--- config.mk ---
export PLATFORM = sky130hd
export DESIGN_NAME = alu_writeback_sequencer
export DESIGN_NICKNAME = d
export VERILOG_FILES = /design/src/rtl/cpu_ctrl_pkg.sv /design/src/rtl/z_reg64.sv /design/src/rtl/alu_writeback_sequencer.sv
export SDC_FILE = /design/constraint.sdc
export NUM_CORES = 1
export LEC_CHECK = 0
export BUFFER_PORTS_ARGS = -buffer_cell sky130_fd_sc_hd__buf_2
export CORE_UTILIZATION = 24
export DETAILED_ROUTE_END_ITERATION = 12
export GPL_TIMING_DRIVEN = 0
export PLACE_DENSITY = 0.52
export SETUP_SLACK_MARGIN = 0.2
export SLEW_MARGIN = 40
export SYNTH_ARGS = -nofsm -noshare
export SYNTH_HDL_FRONTEND = slang
export SYNTH_HIERARCHICAL = 1
export SYNTH_SLANG_ARGS = --single-unit
export TNS_END_PERCENT = 5
--- constraint.sdc ---
create_clock -name clock -period 2.4 [get_ports clock]
set_clock_uncertainty 0.2 [all_clocks]
set_input_delay 0.24 -clock clock [delete_from_list [all_inputs] [get_ports clock]]
set_output_delay 0.24 -clock clock [all_outputs]
set_load 0.005 [all_outputs]
--- src/rtl/cpu_ctrl_pkg.sv ---
// Shared CPU control definitions: opcodes, sequencer states
// and operation-class helpers.
package cpu_ctrl_pkg;

  localparam logic [4:0] OP_ADD  = 5'b00011;
  localparam logic [4:0] OP_SUB  = 5'b00100;
  localparam logic [4:0] OP_MUL  = 5'b01110;
  localparam logic [4:0] OP_DIV  = 5'b01111;
  localparam logic [4:0] OP_NOP  = 5'b11001;
  localparam logic [4:0] OP_HALT = 5'b11010;

  typedef enum logic [2:0] {
    ST_IDLE,
    ST_EXEC,
    ST_WB_RF,
    ST_WB_LO,
    ST_WB_HI,
    ST_HALT
  } seq_state_t;

  // Ops whose full 64-bit result lands in LO/HI
  function automatic logic is_wide_op(input logic [4:0] op);
    return (op == OP_MUL) || (op == OP_DIV);
  endfunction

endpackage

--- src/rtl/z_reg64.sv ---
// Load-enable result register with synchronous
// active-low clear; holds the captured ALU result.
module z_reg64 #(
  parameter int W = 64
) (
  input  logic         clock,
  input  logic         clear,
  input  logic         load,
  input  logic [W-1:0] d,
  output logic [W-1:0] q
);

  always_ff @(posedge clock) begin
    if (!clear)
      q <= '0;
    else if (load)
      q <= d;
  end

endmodule

--- src/rtl/alu_writeback_sequencer.sv ---
// Issue/writeback sequencer: registers ALU operands,
// captures the 64-bit result and writes RF or LO/HI.
module alu_writeback_sequencer
  import cpu_ctrl_pkg::*;
#(
  parameter int DATA_W  = 32,
  parameter int RADDR_W = 4
) (
  input  logic                clock,
  input  logic                clear,
  input  logic                req_valid,
  output logic                req_ready,
  input  logic [4:0]          req_opcode,
  input  logic [RADDR_W-1:0]  req_rd,
  input  logic [DATA_W-1:0]   req_y,
  input  logic [DATA_W-1:0]   req_b,
  output logic [DATA_W-1:0]   alu_y,
  output logic [DATA_W-1:0]   alu_b,
  output logic [4:0]          alu_opcode,
  input  logic [2*DATA_W-1:0] alu_c,
  output logic                rf_we,
  output logic [RADDR_W-1:0]  rf_addr,
  output logic [DATA_W-1:0]   rf_data,
  output logic                lo_we,
  output logic                hi_we,
  output logic [DATA_W-1:0]   lo_data,
  output logic [DATA_W-1:0]   hi_data,
  output logic                done,
  output logic                div_err,
  output logic                halted
);

  seq_state_t state, state_nx;

  logic [RADDR_W-1:0]  rd_q;
  logic [2*DATA_W-1:0] z_q;
  logic                z_load;

  logic op_nop, op_halt, op_div0, op_wide;

  always_ff @(posedge clock) begin
    if (!clear)
      state <= ST_IDLE;
    else
      state <= state_nx;
  end

  always_ff @(posedge clock) begin
    if (!clear) begin
      alu_y      <= '0;
      alu_b      <= '0;
      alu_opcode <= '0;
      rd_q       <= '0;
    end else if (state == ST_IDLE && req_valid) begin
      alu_y      <= req_y;
      alu_b      <= req_b;
      alu_opcode <= req_opcode;
      rd_q       <= req_rd;
    end
  end

  // Classification of the latched op; these are mutually exclusive
  assign op_nop  = (alu_opcode == OP_NOP);
  assign op_halt = (alu_opcode == OP_HALT);
  assign op_div0 = (alu_opcode == OP_DIV) && (alu_b == '0);
  assign op_wide = is_wide_op(alu_opcode) && !op_div0;

  always_comb begin
    state_nx = state;
    unique case (state)
      ST_IDLE:  if (req_valid) state_nx = ST_EXEC;
      ST_EXEC: begin
        unique case (1'b1)
          op_div0: state_nx = ST_IDLE;
          op_nop:  state_nx = ST_IDLE;
          op_halt: state_nx = ST_HALT;
          op_wide: state_nx = ST_WB_LO;
          default: state_nx = ST_WB_RF;
        endcase
      end
      ST_WB_RF: state_nx = ST_IDLE;
      ST_WB_LO: state_nx = ST_WB_HI;
      ST_WB_HI: state_nx = ST_IDLE;
      ST_HALT:  state_nx = ST_HALT;
      default:  state_nx = ST_IDLE;
    endcase
  end

  assign z_load = (state == ST_EXEC)
                && !(op_nop || op_halt || op_div0);

  z_reg64 #(
    .W (2*DATA_W)
  ) u_z (
    .clock (clock),
    .clear (clear),
    .load  (z_load),
    .d     (alu_c),
    .q     (z_q)
  );

  always_comb begin
    req_ready = 1'b0;
    rf_we     = 1'b0;
    lo_we     = 1'b0;
    hi_we     = 1'b0;
    done      = 1'b0;
    div_err   = 1'b0;
    halted    = 1'b0;
    unique case (state)
      ST_IDLE:  req_ready = 1'b1;
      ST_EXEC: begin
        done    = op_nop || op_halt || op_div0;
        div_err = op_div0;
      end
      ST_WB_RF: begin
        rf_we = 1'b1;
        done  = 1'b1;
      end
      ST_WB_LO: lo_we = 1'b1;
      ST_WB_HI: begin
        hi_we = 1'b1;
        done  = 1'b1;
      end
      ST_HALT:  halted = 1'b1;
      default: ;
    endcase
  end

  assign rf_addr = rd_q;
  assign rf_data = z_q[DATA_W-1:0];
  assign lo_data = z_q[DATA_W-1:0];
  assign hi_data = z_q[2*DATA_W-1:DATA_W];

endmodule

==> results of run 1 <==
-- routing by layer --
metal	track usage [%]	up-vias	wire [um]
li1	-	2926	-
met1	17.2	2611	8200
met2	28.4	230	9540
met3	5.81	18	1720
met4	5.04	0	330
met5	0	-	0
-- cell type report --
cell class / count / area share, %
inverters: 1 / 0.0377
multi-input cells: 390 / 25.2
clock buffers: 18 / 4.42
clock inverters: 14 / 1.82
well taps: 319 / 4.01
flip-flops and latches: 140 / 28.3
repair buffers: 462 / 31.1
plain buffers: 70 / 5.13
-- cell usage in the layout (no fill, tap or decap), drive strengths merged --
cell         instances
a211oi               2
a21boi              73
a21o                 1
a21oi                1
and2                 1
and3                 1
and4b                2
buf                372
bufinv               3
clkbuf              41
clkinv               2
clkinvlp             3
dfxtp              140
dlygate4sd3        137
inv                  7
mux2i               64
nand2              151
nand2b               1
nand4                2
nand4b               1
nor2                 3
nor2b               65
nor3                 7
nor3b                2
nor4                 7
nor4b                1
o21ai                1
o311ai               1
or2                  1
or4                  1
xor2                 1
-- power breakdown --
group | switching [uW] | internal (uW) | total, uW
logic | 529 | 705 | 1230
clock network | 1100 | 1690 | 2790
registers | 117 | 2490 | 2610
-- through the flow --
stage | util, % | hold WS (ns) | worst slack (ns) | power [uW]
after floorplan | - | 0.175 | 0.461 | 3170
after global placement | 32.8 | 0.238 | -0.198 | 3630
after detailed placement | 32.8 | 0.242 | -0.242 | 3630
after CTS | 42.2 | 0.00800 | -0.0304 | 6700
after global routing | 42.5 | 0.0261 | -0.0772 | 6940
final | 42.5 | 0.0206 | 0.0307 | 6630
-- final timing paths --
| kind | from | endpoint | slack [ns] |
|---|---|---|---|
| max reg2reg | alu_opcode[3] | u_z/q[51] | 0.10 |
| min | clear | u_z/q[0] | 0.02 |
| min reg2reg | alu_y[20] | alu_y[20] | 0.25 |
| max | state[2] | done | 0.03 |
-- what timing repair did --
item / 4_1_cts / 5_1_grt
endpoints found under the hold margin: 137 / 0
pin swaps: 8 / 3
hold buffers: 137 / 0
setup buffers: 8 / 1
gates resized for setup: 30 / 10
endpoints found under the setup margin: 66 / 65
gates cloned: 1 / 1
-- state kept, by name (all words and copies together), names as in the netlist --
signal	flops
rf_addr	4
u_z/q	64
alu_y	32
state	3
alu_opcode	5
alu_b	32
-- worst max-delay path: stages, from the launching register on --
cell,delay [ns]
dfxtp_2,0.35
nand2b_2,0.20
or2_4,0.26
or4_1,0.53
nand2_1,0.07
buf_2,0.12
-- cells by family after synthesis --
family	share of synthesized area, %
muxes	11.2
buffers and inverters	8.50
DFF	49.2
xor gates and xnor gates	0.154
and+or+nand+nor	20.5
AOI/OAI and AO/OA	10.4
==> impl_results.md, run 1 <==
* Outcome: finished clean
* Most frequent cells after synthesis: nand2_1, dfxtp_1, a21boi_1
* Fraction of layout cells with a size suffix above 1 at 39.5%
* Largest net degree at the start of global routing at 17
* Gr usage total at 15.8%
* Finished Layout Cells at 1414
* Register Area at 2820 um2
* First-pass detailed-route iteration total at 4
* Die Area at 24400 um2
* Number of remaining DRC errors at 0
* Clock net sink count at 140
* Via count at 5785
* Hold Crit Depth at 2
* CTS tree: done
* Synth cell types at 32
* Sequential area share after synthesis at 49.2%
* RSZ-0062 raised after global routing: true
* Overflow after GRT at 0
* Cells after synthesis at 601
* Area of all placed cells without fillers at 9950 um2
* Final Cycle Share at 98.7%
* Total CTS buffers at 17
* Syn_nets at 741
* Antenna diodes at 0
* Number of global-route vias before repair at 5812
* Initial antenna violation count at 0
* Syn Area/Cell at 9.48 um2
* DRT antenna net count at 0
* Site row count at 56
* Peak supply drop at 0.360 mV
* Clk_lat worst skew at 0.41 ns
* Clock buffer depth at 2
* Max-Cap Viols at 0
* Yosys reg bits at 140
* Final Slew Violations at 0
* Multi-input logic area at 2500 um2
* Most common cell in the synthesized netlist: nand2_1
* Final setup fails at 0
* Top cell type's share of synthesized area at 49.2%
* Inst Count DP at 1234
* HPWL after DPL at 13.8 mm
* Netlist Area Pre-Place at 5700 um2
* Achievable Freq at 422 MHz
* Hold Violations, Final at 0
* CP max FO at 6
* Static Leak at 0.00465 uW
* Worst-Margin Slew at 0.582 ns
* Initial Util at 24.3%
* Port bufs at 314
* Hold Path Class: in2reg
* CP arrival at 1.93 ns
* Cell Area, Placed at 7670 um2
* Reg2Reg Depth at 10
* Routed len/inst at 14.0 um
* Drt via density at 4.09
* DR iter-0 viols at 123
* Async S/R FF share, synth at 0%
* Crit path capture type: primary output
* Global-route wire length before repair at 29.8 mm
* H-tree Lvls at 4
* Relative slew margins at 61.2%
* Root Buffer: clkbuf_16
* Critical path class: reg2out
* NumNets Final at 1222
* Yosys warnings at 6
* Area leader, netlist: dfxtp_1
* Final Wtd Congestion at 0.757
* Drt total wl at 19.8 mm
* Layout fillers at 2386
* Critical Path RT at 1.96 ns
* Main synth FF type: dfxtp_1
* Clk slew on worst S/H paths at 0.06 ns
* Synth top area cells: dfxtp_1, mux2i_1, nand2_1, a21boi_1, nor2b_1
* Setup TNS at 0 ns
* IO Count at 316
* DIE WIDTH at 156 um
* Die height at 156 um
* Power per cell area at 666 nW/um2
* Post-synth EDFFs at 0
* P&R area growth vs syn at 74.6%
* Core Region at 23400 um2
* Startpoint types: flip-flop
* Post-route minimum period at 2.37 ns
(Power assumes the default switching activity.)
==> run 2, diff against run 1 <==
--- a/config.mk
+++ b/config.mk
@@ -9,11 +9,10 @@
 export CORE_UTILIZATION = 24
 export DETAILED_ROUTE_END_ITERATION = 12
 export GPL_TIMING_DRIVEN = 0
-export PLACE_DENSITY = 0.52
+export PLACE_DENSITY = 0.51
 export SETUP_SLACK_MARGIN = 0.2
 export SLEW_MARGIN = 40
 export SYNTH_ARGS = -nofsm -noshare
 export SYNTH_HDL_FRONTEND = slang
-export SYNTH_HIERARCHICAL = 1
 export SYNTH_SLANG_ARGS = --single-unit
 export TNS_END_PERCENT = 5
==> impl_results.md, run 2 <==
* Psw at 2000 uW (+15%)
* Synth Area in XOR/XNOR at 0.152% (-0.0018 points)
* Post-route minimum period at 2.34 ns (-0.0294 ns)
* RSZ-0062 raised after global routing: true
* P&R area growth vs syn at 71.6%
* Top cell type's share of synthesized area at 48.6% (-0.59 points)
* Regs by FF count: u_z.q (64), alu_b (32), alu_y (32)
* Core Region at 23500 um2 (+0.60%)
* Critical Path RT at 1.96 ns (about the same)
* Initial Util at 24.5% (+0.15 points)
* Clk_lat worst skew at 0.41 ns (about the same)
* Logic pwr share at 23.8% (+5.2 points)
* Power per cell area at 722 nW/um2 (+8.3%)
* Sequential area share after synthesis at 48.6% (-0.59 points)
* DIE WIDTH at 157 um (+0.60%)
* Hold Path Class: in2reg
* Drt via density at 4.10 (+0.26%)
* DRT antenna net count at 0 (unchanged)
* Commonest non-fill, non-tap cells in the layout: buf_2, nand2_1, dlygate4sd3_1
* Post-synth EDFFs at 0 (unchanged)
* Number of global-route vias before repair at 5986 (+3.0%)
* Syn Area/Cell at 8.52 um2 (-10%)
* Final Cycle Share at 97.5% (-1.2 points)
* Slowest cell on crit path: or3_1
* Root Buffer: clkbuf_16
* Largest register by flop count: u_z.q
* Port bufs at 314 (unchanged)
* Worst-Margin Slew at 0.714 ns (+0.132 ns)
* Pint at 5140 uW (+5.2%)
* CTS tree: done
* Critical path class: reg2out
* Area leader, netlist: dfxtp_1
* HPWL after DPL at 14.0 mm (+1.5%)
* Highest cell delay on the worst timing path at 0.39 ns (-0.14 ns)
* Routed len/inst at 13.3 um (-4.7%)
* IO Count at 316 (unchanged)
* H-tree Lvls at 4 (unchanged)
* Async S/R FF share, synth at 0% (unchanged)
* Simple-gate share of the synthesized area at 21.9% (+1.3 points)
* Flop pwr share at 38.9% (-0.4 points)
* Inst Count DP at 1310 (+6.2%)
* Max-Cap Viols at 0 (unchanged)
* Final setup fails at 0 (unchanged)
* NumNets Final at 1293 (+5.8%)
* Main synth FF type: dfxtp_1
* Finished Layout Cells at 1485 (+5.0%)
* Compound-Gate Fraction of Synth Area at 10.0% (-0.34 points)
* Initial antenna violation count at 1 (+1)
* Most frequent cells after synthesis: nand2_1, dfxtp_1, a21boi_0
* Outcome: finished clean
* Largest net degree at the start of global routing at 17 (unchanged)
* Drt total wl at 19.8 mm (about the same)
* Area of all placed cells without fillers at 9890 um2 (-0.52%)
* CP arrival at 1.90 ns (-0.03 ns)
* Netlist Area Pre-Place at 5770 um2 (+1.2%)
* Worst hold margin at 0.0513 ns (+0.0307 ns)
* Family with the most delay on the worst path: simple AND/OR/NAND/NOR gates
* Site row count at 56 (unchanged)
* Switching part of the total at 28.1% (+1.8 points)
* Achievable Freq at 427 MHz (+1.3%)
* Cells along the critical path: nor4_4, nand4_1, or3_1, nand2_1, a211o_1, buf_2
* Final Wtd Congestion at 0.760 (+0.29%)
* Peak supply drop at 0.416 mV (+16%)
* Total power at 7140 uW (+7.8%)
* Hold Violations, Final at 0 (unchanged)
* Final Slew Violations at 0 (unchanged)
* Main combinational cell family by area after synthesis: simple AND/OR/NAND/NOR gates
* Final core utilization at 42.0% (-0.47 points)
* Most common cell in the synthesized netlist: nand2_1
* Commonest non-fill, non-tap cell in the layout: buf_2
* Overflow after GRT at 0 (unchanged)
* Relative slew margins at 52.4% (-8.8 points)
* Static Leak at 0.00472 uW (+1.5%)
* Mux contribution to synthesized area at 11.1% (-0.13 points)
* Adder-cell area share of the yosys netlist at 0% (unchanged)
* Cells after synthesis at 677 (+13%)
* Yosys reg bits at 140 (unchanged)
* Die Area at 24600 um2 (+1.2%)
* CP max FO at 3 (-3)
* Clk slew on worst S/H paths at 0.06 ns (about the same)
* Synth cell types at 28 (-13%)
* First-pass detailed-route iteration total at 4 (unchanged)
* Fraction of layout cells with a size suffix above 1 at 36.4% (-3.1 points)
* Clock buffer depth at 2 (unchanged)
* DR iter-0 viols at 256 (+110%)
* Number of flip-flops under the largest register name at 64 (unchanged)
* Gr usage total at 15.7% (-0.11 points)
* Clock power share at 37.3% (-4.7 points)
* Buf/Inv on CP at 1 (unchanged)
* Syn_nets at 817 (+10%)
* Cell Area, Placed at 7740 um2 (+0.90%)
* Crit path capture type: primary output
* Global-route wire length before repair at 30.2 mm (+1.2%)
* Total CTS buffers at 17 (unchanged)
* Clock net sink count at 140 (unchanged)
* Yosys warnings at 0 (-6)
* Number of remaining DRC errors at 0 (unchanged)
* Die height at 157 um (+0.60%)
* Startpoint types: flip-flop
* Synth top area cells: dfxtp_1, nand2_1, mux2i_1, a21boi_0, buf_4
* Via count at 6091 (+5.3%)
[run 2: cell count changes after synthesis, sizes merged, moves of 2 or more]
cell    before  now
buf         48   45
nand2      151  280
nor2b       65    1
nor3         7    5
clkbuf      22   34
nor2         3    8
and2         1    4
[run 2: path summary, 6_finish.rpt]
path / cells past startpoint / startpoint / end / slack, ns
worst max-delay path: 6 / alu_b[29] / done / 0.06
worst max register to register: 9 / alu_b[29] / u_z.q[58] / 0.28
worst min-delay path: 2 / clear / alu_opcode[4] / 0.05
worst min register to register: 2 / u_z.q[63] / u_z.q[63] / 0.25
[run 2: kinds of logic after synthesis]
kind of cell / after synthesis
xor+xnor: 1
mux: 64
buf+inv: 80
flops: 140
simple gates: 315
compound gates: 77
[run 2: cell type report]
type                    instances  area (um2)
diodes                          1        2.50
fillers                      2392       13600
plain buffers                  79         514
clock inverters                10         115
well taps                     319         399
multi-input cells             457        2570
repair buffers                457        2990
clock buffers                  21         480
flip-flops and latches        140        2820
inverters                       1        3.75
[run 2: timing repair]
| item | CTS | global route |
|---|---|---|
| cloned | 0 | 0 |
| hold buffers | 138 | 0 |
| buffers inserted | 5 | 0 |
| endpoints found under the setup margin | 62 | 124 |
| gates resized for setup | 15 | 38 |
| pin swaps | 10 | 6 |
| endpoints found under the hold margin | 137 | 0 |
[run 2: stage by stage]
| step | TNS [ns] | setup slack (ns) |
|---|---|---|
| 2_1_floorplan | 0 | 0.643 |
| 3_3_place_gp | 0 | 0.0862 |
| 3_5_place_dp | 0 | 0.106 |
| 4_1_cts | 0 | 0.0161 |
| 5_1_grt | -0.0390 | -0.0390 |
| 6_report | 0 | 0.0602 |
[run 2: layer usage]
| metal | global-route usage (%) | part of all wire [%] | up-vias |
|---|---|---|---|
| li1 | - | - | 3121 |
| met1 | 18.1 | 43 | 2753 |
| met2 | 28.0 | 50 | 183 |
| met3 | 3.55 | 4.3 | 34 |
| met4 | 6.21 | 2.6 | 0 |
| met5 | 0 | 0 | - |
[run 2: power groups by stage]
stage	combinational, uW	clock [uW]	sequential, uW
after floorplan	791	0	2810
after global placement	1470	0	2810
after detailed placement	1470	0	2810
after CTS	1680	2770	2780
after global routing	1890	2850	2820
final	1700	2670	2780
